===== src/rtl/step_sequencer_if.sv =====
// step_sequencer_if: pattern/control inputs and playback outputs of step_sequencer
// master drives note1..note4, start, stop, clear, tempo_sel; slave drives step, trig, gate,
// step_wrap, running, audio_out
interface step_sequencer_if;
  logic [15:0] note1, note2, note3, note4;
  logic start, stop, clear;
  logic [1:0] tempo_sel;
  logic [3:0] step, trig, gate;
  logic step_wrap, running, audio_out;
  modport master (
    output note1, note2, note3, note4, start, stop, clear, tempo_sel,
    input step, trig, gate, step_wrap, running, audio_out
  );
  modport slave (
    input note1, note2, note3, note4, start, stop, clear, tempo_sel,
    output step, trig, gate, step_wrap, running, audio_out
  );
endinterface


===== src/rtl/step_sequencer.sv =====
// step_sequencer: 16-step playback of four track patterns with trigger, gate and square-wave tone
// clk/resetn (sync, active-low); sif.slave: note1..note4, start/stop/clear pulses, tempo_sel in;
// step, trig, gate, step_wrap, running, audio_out out (all registered)
module step_sequencer #(
  parameter int unsigned STEP_CYCLES = 6_250_000,
  parameter int unsigned GATE_CYCLES = 3_125_000,
  parameter int unsigned TONE0_HALF = 47_801,
  parameter int unsigned TONE1_HALF = 37_936,
  parameter int unsigned TONE2_HALF = 31_888,
  parameter int unsigned TONE3_HALF = 23_900
) (
  input logic clk,
  input logic resetn,
  step_sequencer_if.slave sif
);
  typedef enum logic [1:0] {IDLE, RUN, HOLD} state_t;
  state_t state, state_n;
  logic [31:0] tick, period, reload;
  logic [31:0] gcnt [4];
  logic [31:0] gcnt_n [4];
  logic [31:0] tcnt [4];
  logic [31:0] tcnt_n [4];
  logic [3:0] step, trig, gate, tone, trig_n, gate_n, tone_n;
  logic step_wrap, running, audio, audio_n, run_n, enter, stay, wrap;
  function automatic logic [31:0] half(input int k);
    return k == 0 ? TONE0_HALF : k == 1 ? TONE1_HALF : k == 2 ? TONE2_HALF : TONE3_HALF;
  endfunction
  assign sif.step = step;
  assign sif.trig = trig;
  assign sif.gate = gate;
  assign sif.step_wrap = step_wrap;
  assign sif.running = running;
  assign sif.audio_out = audio;
  always_ff @(posedge clk)
    if (!resetn) state <= IDLE;
    else state <= state_n;
  always_comb begin
    state_n = sif.clear ? IDLE : sif.stop ? (state == RUN ? HOLD : state) : sif.start ? RUN : state;
    run_n = state_n == RUN;
    enter = run_n && state != RUN;
    stay = run_n && state == RUN;
    wrap = stay && tick == period - 32'd1;
    reload = STEP_CYCLES >> sif.tempo_sel;
    // patterns are sampled live at the first tick of each step
    trig_n = (stay && tick == 32'd0) ?
             {sif.note4[step], sif.note3[step], sif.note2[step], sif.note1[step]} : 4'b0;
    // leaving RUN clears gates and tones at the same edge; a tone restarts phase-low whenever its gate is low
    for (int k = 0; k < 4; k++) begin
      gcnt_n[k] = !run_n ? 32'd0 : trig[k] ? GATE_CYCLES : gcnt[k] != 32'd0 ? gcnt[k] - 32'd1 : 32'd0;
      gate_n[k] = gcnt_n[k] != 32'd0;
      tcnt_n[k] = (run_n && gate[k] && tcnt[k] != half(k) - 32'd1) ? tcnt[k] + 32'd1 : 32'd0;
      tone_n[k] = run_n && gate[k] && (tcnt[k] == half(k) - 32'd1 ? !tone[k] : tone[k]);
    end
    audio_n = |(gate_n & tone_n);
  end
  always_ff @(posedge clk)
    if (!resetn) begin
      step <= 4'd0;
      tick <= 32'd0;
      period <= STEP_CYCLES;
      trig <= 4'd0;
      gate <= 4'd0;
      tone <= 4'd0;
      step_wrap <= 1'b0;
      running <= 1'b0;
      audio <= 1'b0;
      for (int k = 0; k < 4; k++) begin
        gcnt[k] <= 32'd0;
        tcnt[k] <= 32'd0;
      end
    end else begin
      running <= run_n;
      trig <= trig_n;
      gate <= gate_n;
      tone <= tone_n;
      audio <= audio_n;
      step_wrap <= wrap && step == 4'd15;
      gcnt <= gcnt_n;
      tcnt <= tcnt_n;
      // period only changes on step boundaries so a tempo change never reshapes the current step
      if (sif.clear) begin
        step <= 4'd0;
        tick <= 32'd0;
      end else if (enter) begin
        tick <= 32'd0;
        period <= reload;
        if (state == IDLE) step <= 4'd0;
      end else if (wrap) begin
        tick <= 32'd0;
        step <= step + 4'd1;
        period <= reload;
      end else if (stay) tick <= tick + 32'd1;
    end
endmodule


===== src/flat_wrapper.sv =====
// flat-port wrapper written by rule: the top's interface ports become plain ports
module step_sequencer_flat 
#(
  parameter int unsigned STEP_CYCLES = 6_250_000,
  parameter int unsigned GATE_CYCLES = 3_125_000,
  parameter int unsigned TONE0_HALF = 47_801,
  parameter int unsigned TONE1_HALF = 37_936,
  parameter int unsigned TONE2_HALF = 31_888,
  parameter int unsigned TONE3_HALF = 23_900
)
  (clk, resetn, sif_note1, sif_note2, sif_note3, sif_note4, sif_start, sif_stop, sif_clear, sif_tempo_sel, sif_step, sif_trig, sif_gate, sif_step_wrap, sif_running, sif_audio_out);
  step_sequencer_if sif_i ();
  input logic clk;
  input logic resetn;
  input wire logic [$bits(sif_i.note1)-1:0] sif_note1;
  input wire logic [$bits(sif_i.note2)-1:0] sif_note2;
  input wire logic [$bits(sif_i.note3)-1:0] sif_note3;
  input wire logic [$bits(sif_i.note4)-1:0] sif_note4;
  input wire logic [$bits(sif_i.start)-1:0] sif_start;
  input wire logic [$bits(sif_i.stop)-1:0] sif_stop;
  input wire logic [$bits(sif_i.clear)-1:0] sif_clear;
  input wire logic [$bits(sif_i.tempo_sel)-1:0] sif_tempo_sel;
  output wire logic [$bits(sif_i.step)-1:0] sif_step;
  output wire logic [$bits(sif_i.trig)-1:0] sif_trig;
  output wire logic [$bits(sif_i.gate)-1:0] sif_gate;
  output wire logic [$bits(sif_i.step_wrap)-1:0] sif_step_wrap;
  output wire logic [$bits(sif_i.running)-1:0] sif_running;
  output wire logic [$bits(sif_i.audio_out)-1:0] sif_audio_out;
  assign sif_i.note1 = sif_note1;
  assign sif_i.note2 = sif_note2;
  assign sif_i.note3 = sif_note3;
  assign sif_i.note4 = sif_note4;
  assign sif_i.start = sif_start;
  assign sif_i.stop = sif_stop;
  assign sif_i.clear = sif_clear;
  assign sif_i.tempo_sel = sif_tempo_sel;
  assign sif_step = sif_i.step;
  assign sif_trig = sif_i.trig;
  assign sif_gate = sif_i.gate;
  assign sif_step_wrap = sif_i.step_wrap;
  assign sif_running = sif_i.running;
  assign sif_audio_out = sif_i.audio_out;
  step_sequencer #(.STEP_CYCLES(STEP_CYCLES), .GATE_CYCLES(GATE_CYCLES), .TONE0_HALF(TONE0_HALF), .TONE1_HALF(TONE1_HALF), .TONE2_HALF(TONE2_HALF), .TONE3_HALF(TONE3_HALF)) u_core (.clk(clk), .resetn(resetn), .sif(sif_i));
endmodule

===== config.mk =====
export PLATFORM = sky130hd
export DESIGN_NAME = step_sequencer_flat
export DESIGN_NICKNAME = d
export VERILOG_FILES = /design/src/rtl/step_sequencer_if.sv /design/src/rtl/step_sequencer.sv /design/src/flat_wrapper.sv
export SDC_FILE = /design/constraint.sdc
export NUM_CORES = 1
export LEC_CHECK = 0
export CAP_MARGIN = 40
export CORE_MARGIN = 4
export CORE_UTILIZATION = 60
export DETAILED_ROUTE_END_ITERATION = 10
export PLACE_DENSITY = 0.8
export SLEW_MARGIN = 10
export SYNTH_ARGS = -nofsm -noshare
export SYNTH_HDL_FRONTEND = slang
export SYNTH_SLANG_ARGS = --single-unit

===== constraint.sdc =====
create_clock -name clk -period 5.8 [get_ports clk]
set_input_delay 0.87 -clock clk [delete_from_list [all_inputs] [get_ports clk]]
set_output_delay 0.87 -clock clk [all_outputs]
set_load 0.005 [all_outputs]

After elaboration in Yosys (flattened, before gate mapping)
Cells that the tools add are included.

Word-level logic and storage cells: 123. Bits of input ports: 71. Bits in registers: 341. Output and inout port bits: 15.

Shift-type cells: 1. Reductions and logical operators: 42. Multiplexer cells: 33. Equal/unequal tests: 14. Add/sub/neg operators: 11. Order comparisons: 1. Bitwise operators: 3.

Operators with widths (count): $mux W32 (14); $reduce_bool A32 Y1 (8); $add A32 B1 Y32 const B (5); $sub A32 B1 Y32 const B (5); $eq A32 B15 Y1 const B (2); $eq A32 B16 Y1 const B (2); $ne A32 B15 Y1 const B (2); $ne A32 B16 Y1 const B (2); $eq A32 B32 Y1 (1); $logic_not A32 Y1 (1); $shr A23 B2 Y32 const A (1); $logic_and A1 B1 Y1 (17); $bmux W1 S4 (4); $reduce_and A2 Y1 (7); $mux W4 (3); $mux W1 (8); $mux W2 (4); $reduce_or A4 Y1 (2); $lt A4 B5 Y1 const B (1); $add A4 B1 Y4 const B (1); $and A4 B4 Y4 (1); $eq A2 B1 Y1 const B (2); $eq A4 B4 Y1 const B (1); $logic_not A1 Y1 (4); 6 further kinds (7).

Depth between registers and ports, before layout
Gate-level depths: netlist of run 1.

Depth after elaboration: 9. Mapped depth: 11. Depth with buffers taken out: 10.

Least setup slack after synthesis of run 1
No wires, ideal clock.

Path type: register -> register. Start point: register u_core.gcnt[64] (netlist name). End point: register u_core.audio, in the netlist u_core.sif.audio_out. Cell stages (with the launch flop): 12. Data arrival time: 2.843 ns. Setup time: 0.134 ns. Path slack: 2.823 ns. Buffers on the path: 1. Cell sequence: dfxtp_1 -> inv_1 -> ha_1 -> or3b_1 -> clkbuf_1 -> nor3_2 -> or4b_1 -> a211oi_1 -> o2111ai_1 -> a21o_1 -> o2bb2ai_1 -> or4b_1.

Word-level cells in the longest chain between the ends: 7.

RTL lines: from (decl) (RTL line step_sequencer.sv:19) `logic [31:0] gcnt [4];`; from (signal assigned) (RTL line step_sequencer.sv:78) `gcnt <= gcnt_n;`; $sub A32 B1 Y32 or $reduce_bool A32 Y1 (tied branches) (RTL line step_sequencer.sv:49) `gcnt_n[k] = !run_n ? 32'd0 : trig[k] ? GATE_CYCLES : gcnt[k] != 32'd0 ? gcnt[k] - 32'd1 : 32'd0;`; $mux W32 (*) (3 in series) (RTL line step_sequencer.sv:49); $reduce_bool A32 Y1 (*) (RTL line step_sequencer.sv:50) `gate_n[k] = gcnt_n[k] != 32'd0;`; $and A4 B4 Y4 (*) (RTL line step_sequencer.sv:54) `audio_n = |(gate_n & tone_n);`; $reduce_or A4 Y1 (*) (RTL line step_sequencer.sv:54); to (signal assigned) (RTL line step_sequencer.sv:76) `audio <= audio_n;`; to (decl) (RTL line step_sequencer.sv:24) `logic step_wrap, running, audio, audio_n, run_n, enter, stay, wrap;`.

Mark *: on every way between the ends. The rest lies on a longest branch, timed or not. A chain may end at the register's enable or synchronous reset.

Worst setup path in the final report of run 1
Start point: input sif_clear. End point: register u_core.tick[9].

Word-level cells in the longest chain between the ends: 5.

RTL lines: from (decl) (RTL line flat_wrapper.sv:21) `input wire logic [$bits(sif_i.clear)-1:0] sif_clear;`; $mux W2 (RTL line step_sequencer.sv:38) `state_n = sif.clear ? IDLE : sif.stop ? (state == RUN ? HOLD : state) : sif.start ? RUN : state;`; $eq A2 B1 Y1 (RTL line step_sequencer.sv:39) `run_n = state_n == RUN;`; $logic_and A1 B1 Y1 (RTL line step_sequencer.sv:41) `stay = run_n && state == RUN;`; $logic_and A1 B1 Y1 (RTL line step_sequencer.sv:42) `wrap = stay && tick == period - 32'd1;`; $reduce_or A4 Y1 (no source line); to (signal assigned) (RTL line step_sequencer.sv:92) `end else if (stay) tick <= tick + 32'd1;`; to (decl) (RTL line step_sequencer.sv:18) `logic [31:0] tick, period, reload;`.

Several ways; a longest one is shown, not always the timed one.

==> results of run 1 <==
worst max-delay path, stage by stage:
cell	delay [ns]
clkdlybuf4s50_1	0.49
nor4b_2	0.70
nand3_1	0.25
nor2_1	0.18
nand4b_1	0.30
o21ai_2	0.37
nand2b_1	0.55
buf_8	0.24
nor2_1	0.07
routing by layer:
layer | vias up | wire (um)
met5 | - | 0
met4 | 0 | 884
met3 | 62 | 1580
met2 | 337 | 17100
met1 | 6393 | 15800
li1 | 6714 | -
logic make-up after synthesis:
| group | Yosys count |
|---|---|
| xor gates and xnor gates | 269 |
| muxes | 24 |
| adders and majority gates | 14 |
| AOI/OAI and AO/OA | 177 |
| and+or+nand+nor | 985 |
| other | 1 |
| DFF | 320 |
| buffers and inverters | 111 |
worst paths after layout:
| kind | start | endpoint | slack [ns] |
|---|---|---|---|
| hold / removal | u_core.tcnt[0] | u_core.tcnt[0] | 0.45 |
| setup reg to reg | u_core.period[6] | u_core.tick[9] | 2.29 |
| hold reg to reg | u_core.tcnt[0] | u_core.tcnt[0] | 0.45 |
| setup / recovery | sif_clear | u_core.tick[9] | 2.15 |
registers in the layout, summed over array words and instances (netlist names):
| signal | count |
|---|---|
| u_core.sif.running | 1 |
| u_core.tick | 32 |
| u_core.sif.step_wrap | 1 |
| u_core.sif.audio_out | 1 |
| u_core.period | 11 |
| u_core.sif.step | 4 |
| u_core.state | 2 |
| u_core.gcnt | 128 |
| u_core.tone | 4 |
| u_core.sif.gate | 4 |
| u_core.tcnt | 128 |
| u_core.sif.trig | 4 |
final cells by class:
class                   instances  area (um^2)
clock buffers                  42          932
inverters                      38          143
fillers                      2101         7940
multi-input cells            1470         9040
flip-flops and latches        320         6410
repair buffers                 91          931
clock inverters                18          251
well taps                     335          419
cells in the final DEF (no fill, tap or decap), types with 6 or more instances in the layout:
cell type,netlist,layout
nand3b_1,9,9
nand2b_1,13,13
nand4_1,46,46
inv_1,38,38
nor2b_1,10,10
nor4b_1,10,10
bufinv_16,0,6
clkbuf_16,0,35
mux4_2,20,20
nor3b_1,6,6
o31ai_1,10,10
clkinv_2,0,9
nor2_1,405,405
or4_1,24,24
a21oi_1,76,76
or3_1,33,33
ha_1,14,14
clkdlybuf4s50_1,0,85
nor4_1,63,63
xor2_1,138,138
nand3_1,90,90
nand2_1,114,113
or2_2,9,9
dfxtp_1,320,320
o21a_1,9,9
nand4b_1,7,7
o21ai_0,33,33
xnor2_1,131,131
and2_1,7,7
and3_1,41,41
nor3_1,66,66
cells in the mapped netlist (4+ instances only):
master,number
a211oi_1,4
a21oi_1,76
a31oi_1,5
and2_1,7
and3_1,41
and4_1,5
buf_2,7
clkbuf_1,65
dfxtp_1,320
ha_1,14
inv_1,38
mux2i_1,4
mux4_2,20
nand2_1,114
nand2b_1,13
nand3_1,90
nand3b_1,9
nand4_1,46
nand4b_1,7
nor2_1,405
nor2b_1,10
nor3_1,66
nor3b_1,6
nor4_1,63
nor4_4,5
nor4b_1,10
o211ai_1,4
o21a_1,9
o21ai_0,33
o21ai_1,5
o31ai_1,10
o41ai_1,4
or2_2,9
or3_1,33
or4_1,24
or4b_1,5
xnor2_1,131
xor2_1,138
through the flow:
stage                     util, %  setup WS [ns]  hold WS, ns  cell area, um^2
after global placement       64.8           1.60        0.428            16900
after CTS                    69.5           2.20        0.459            18100
after floorplan                 -           2.82        0.413            15900
after global routing         69.5           1.95        0.468            18100
final                        69.5           2.15        0.447            18100
after detailed placement     65.0           1.69        0.435            16900
==> reports/metrics.yaml, run 1 <==
outcome: "finished, final reports clean"
wl_um: 35300
synth-edff-count: 0
synth.area.mux_share_pct: 3.09
netlist.area_leader.share_pct: 40.4
final.setup.tns_ns: 0
yosys-top-cells-area: "dfxtp_1 (40%), nor2_1 (9.6%), xor2_1 (7.6%), xnor2_1 (7.2%), mux4_2 (2.8%)"
ctsHoldBuffers: 0
fin_nets: 2040
drt_pre_antenna_iters: 5
yosysSeqAreaShare_pct: 40.4
ctsResizeCount: 0
crit_path_start_kind: "input pin"
cts_root_buf: "clkbuf_16"
clk_pin_slew_ns: 0.06
rows: 59
yosysUniqueCellTypes: 74
postRouteAntennaNets: 0
die_x_um: 171
slew_headroom_pct: 48.4
met2_usage_pct: 41.6
dieHeight_um: 171
place_congestion: 0.889
grt_use_met1_pct: 30.9
hp-class: "reg2reg"
num_vias: 13500
async_flop_share_pct: 0
grt_max_degree: 52
cts_htree_levels: 2
busiest_layer: "met2"
antenna_found_initial: 0
core_um2: 26100
drv_slew: 0
antenna_cells: 0
grt_first_pass_wirelength_um: 59700
finalHoldViolCount: 0
synth_ff_type: "dfxtp_1"
crit_path_end_kind: "register"
grt_setup_unrepaired: "no"
via_per_inst: 5.84
io_pins: 86
post-route-period-util_pct: 62.9
drt-wirelength-per-cell_um: 15.3
synth_top_family_by_area: "simple AND/OR/NAND/NOR gates"
path_max_fanout: 19
critPathKind: "in2reg"
holdPathStages: 1
drive_gt1_share_pct: 5.51
synthSimpleGateAreaFrac_pct: 31.1
post_cts_buffers: 0
synth_xor_area_share_pct: 14.8
cp.arrival_ns: 4.04
portBuffers: 85
avgSynthCellArea_um2: 8.35
synth_area_um2: 15900
drc: 0
clk_latency_ns: 0.52
synth_warnings: 0
dieArea_um2: 29100
hpwl_um: 24900
synth-compound-area-share_pct: 6.77
setup_viol: 0
dp_cells: 2254
yosysTopAreaCell: "dfxtp_1"
cts_tree: "built"
drt_iter0_drc: 1096
synth_seq_cells: 320
ff2ff_path_depth: 11
crit_required_ns: 6.19
first_global_vias: 12900
use_met3_pct: 3.35
worst_slew_pin_slew_ns: 0.766
cts_buffer_depth: 3
fmax_mhz: 274
skew_ns: 0.0165
cts_made_buffers: 34
grt_overflow_total: 0
grtUsageTotal_pct: 24.0
synthCells: 1901
area_growth_pct: 14.2
clock-sinks: 320
cap_violations: 0
synthAdderAreaFrac_pct: 1.10
initial_core_util_pct: 60.9
finalCriticalPeriod_ns: 3.65
stdcell_count: 2314
syn_nets: 1986
Power of run 1 is left out: the tool's default activity adds up to more than one toggle a clock period on the data nets, which glitch-free logic cannot reach.
==> inputs of run 2 (changes only) <==
CORE_UTILIZATION = 55   (was 60)
PLACE_DENSITY = 0.77   (was 0.8)
clock period = 3.1 ns   (was 5.8 ns; I/O delays follow)
==> reports/metrics.yaml, run 2 (synthesis gave the netlist of run 1 again) <==
outcome: "finished, final reports clean"
reg_top3: "u_core.gcnt (128), u_core.tcnt (128), u_core.tick (32)"
fin_nets: 2106
grt_first_pass_wirelength_um: 61700
hpwl_um: 26000
layout_commonest_cell: "nor2_1"
postRouteAntennaNets: 0
r2r_start: "u_core.gcnt[99]"
cts_buffer_depth: 3
hold_start: "u_core.tcnt[0]"
core_um2: 28100
clk_latency_ns: 0.51
slew_headroom_pct: 50.0
cap_violations: 0
cts_htree_levels: 2
crit_required_ns: 3.47
crit_path_end_kind: "register"
crit_path_start_kind: "register"
final.setup.tns_ns: 0
drt-wirelength-per-cell_um: 15.0
drc: 0
via_per_inst: 5.64
fmax_mhz: 341
holdPathEnd: "u_core.tcnt[0]"
grt_max_degree: 34
num_vias: 13700
place_congestion: 0.913
drv_slew: 0
grtUsageTotal_pct: 22.9
path_cells: "nor4_4, nand2_2, or3_1, a221o_1, o41ai_2, and3_1, o211ai_1, or4b_1"
r2r_slack_ns: 0.17
antenna_found_initial: 0
antenna_cells: 0
cts_root_buf: "clkbuf_16"
ff2ff_path_depth: 8
initial_core_util_pct: 56.5
clock-sinks: 320
wl_um: 36400
ctsHoldBuffers: 0
drive_gt1_share_pct: 9.33
post-route-period-util_pct: 94.6
clk_pin_slew_ns: 0.06
cp.arrival_ns: 3.30
grt_setup_unrepaired: "no"
finalHoldViolCount: 0
io_pins: 86
dieArea_um2: 31600
max_stage_delay_ns: 0.50
area_growth_pct: 18.3
grt_overflow_total: 0
dieHeight_um: 178
holdPathStages: 1
cts_tree: "built"
skew_ns: 0.0162
first_global_vias: 13100
worst_slew_pin_slew_ns: 0.749
critPathKind: "reg2reg"
hp-class: "reg2reg"
mostFrequentLayoutCells: "nor2_1 (405), dfxtp_1 (318), xor2_1 (138), xnor2_1 (131), nand2_1 (112)"
die_x_um: 178
cts_made_buffers: 36
regToRegEndpoint: "u_core.sif.audio_out"
finalCriticalPeriod_ns: 2.93
setup_viol: 0
drt_iter0_drc: 1010
slowest_stage: "nor4_4"
path_max_fanout: 7
portBuffers: 85
rows: 61
drt_pre_antenna_iters: 5
==> run 2: changes by cell type in the layout (fill, tap and decap cells not counted), moves of 2 or more <==
| cell | change |
|---|---|
| nor4_2 | +3 |
| clkbuf_8 | +7 |
| clkbuf_16 | +2 |
| dfxtp_1 | -2 |
| bufinv_16 | -2 |
| nor4_1 | -3 |
| buf_4 | +65 |
| clkbuf_1 | -2 |
| clkinv_4 | -2 |
| dfxtp_2 | +2 |
==> run 2: worst max path at each step <==
stage	depth (start not counted)	end	slack, ns	startpoint
after detailed placement	12	u_core.sif.audio_out	0.09	u_core.gcnt[64]
after floorplan	11	u_core.sif.audio_out	0.12	u_core.gcnt[64]
final	8	u_core.sif.audio_out	0.17	u_core.gcnt[99]
after global placement	8	u_core.sif.audio_out	0.19	u_core.gcnt[104]
after CTS	12	u_core.sif.audio_out	0.07	u_core.gcnt[65]
after global routing	10	u_core.sif.audio_out	0.002	u_core.gcnt[64]
==> run 2: cell type report <==
cell class	count	area (um^2)
fill	2356	9320
multi-input combinational	1470	9090
sequential	320	6410
timing repair buffer	155	1400
clock buffer	49	1070
tap	378	473
clock inverter	15	185
inverter	38	143
==> run 2: critical path: cells and delay by family, from the launching register on <==
| kind | cells | cell delay [ns] |
|---|---|---|
| flops | 1 | 0.37 |
| simple gates | 5 | 1.76 |
| compound gates | 3 | 0.66 |
==> run 2: repair_timing <==
action                                  CTS  global route
setup buffers                             0             5
endpoints found under the setup margin    0             1
gates resized for setup                   0            15
==> run 2: metal layers <==
metal  GRT usage [%]  routed length, um  up-vias
li1                -                  -     6846
met1            30.4              16800     6449
met2            38.8              17300      307
met3            3.32               1520       68
met4            6.45                841        0
met5               0                  0        -
==> run 2: stage by stage <==
stage / setup WS (ns) / hold WS [ns] / cells / util, % / instance area, um^2
after floorplan: 0.123 / 0.413 / 1901 / - / 15900
after global placement: 0.186 / 0.429 / 2355 / 62.0 / 17400
after detailed placement: 0.0909 / 0.435 / 2355 / 62.0 / 17400
after CTS: 0.0731 / 0.445 / 2419 / 66.4 / 18700
after global routing: 0.00205 / 0.462 / 2425 / 66.8 / 18800
final: 0.167 / 0.439 / 2425 / 66.8 / 18800
Power of run 2 is left out for the same reason.
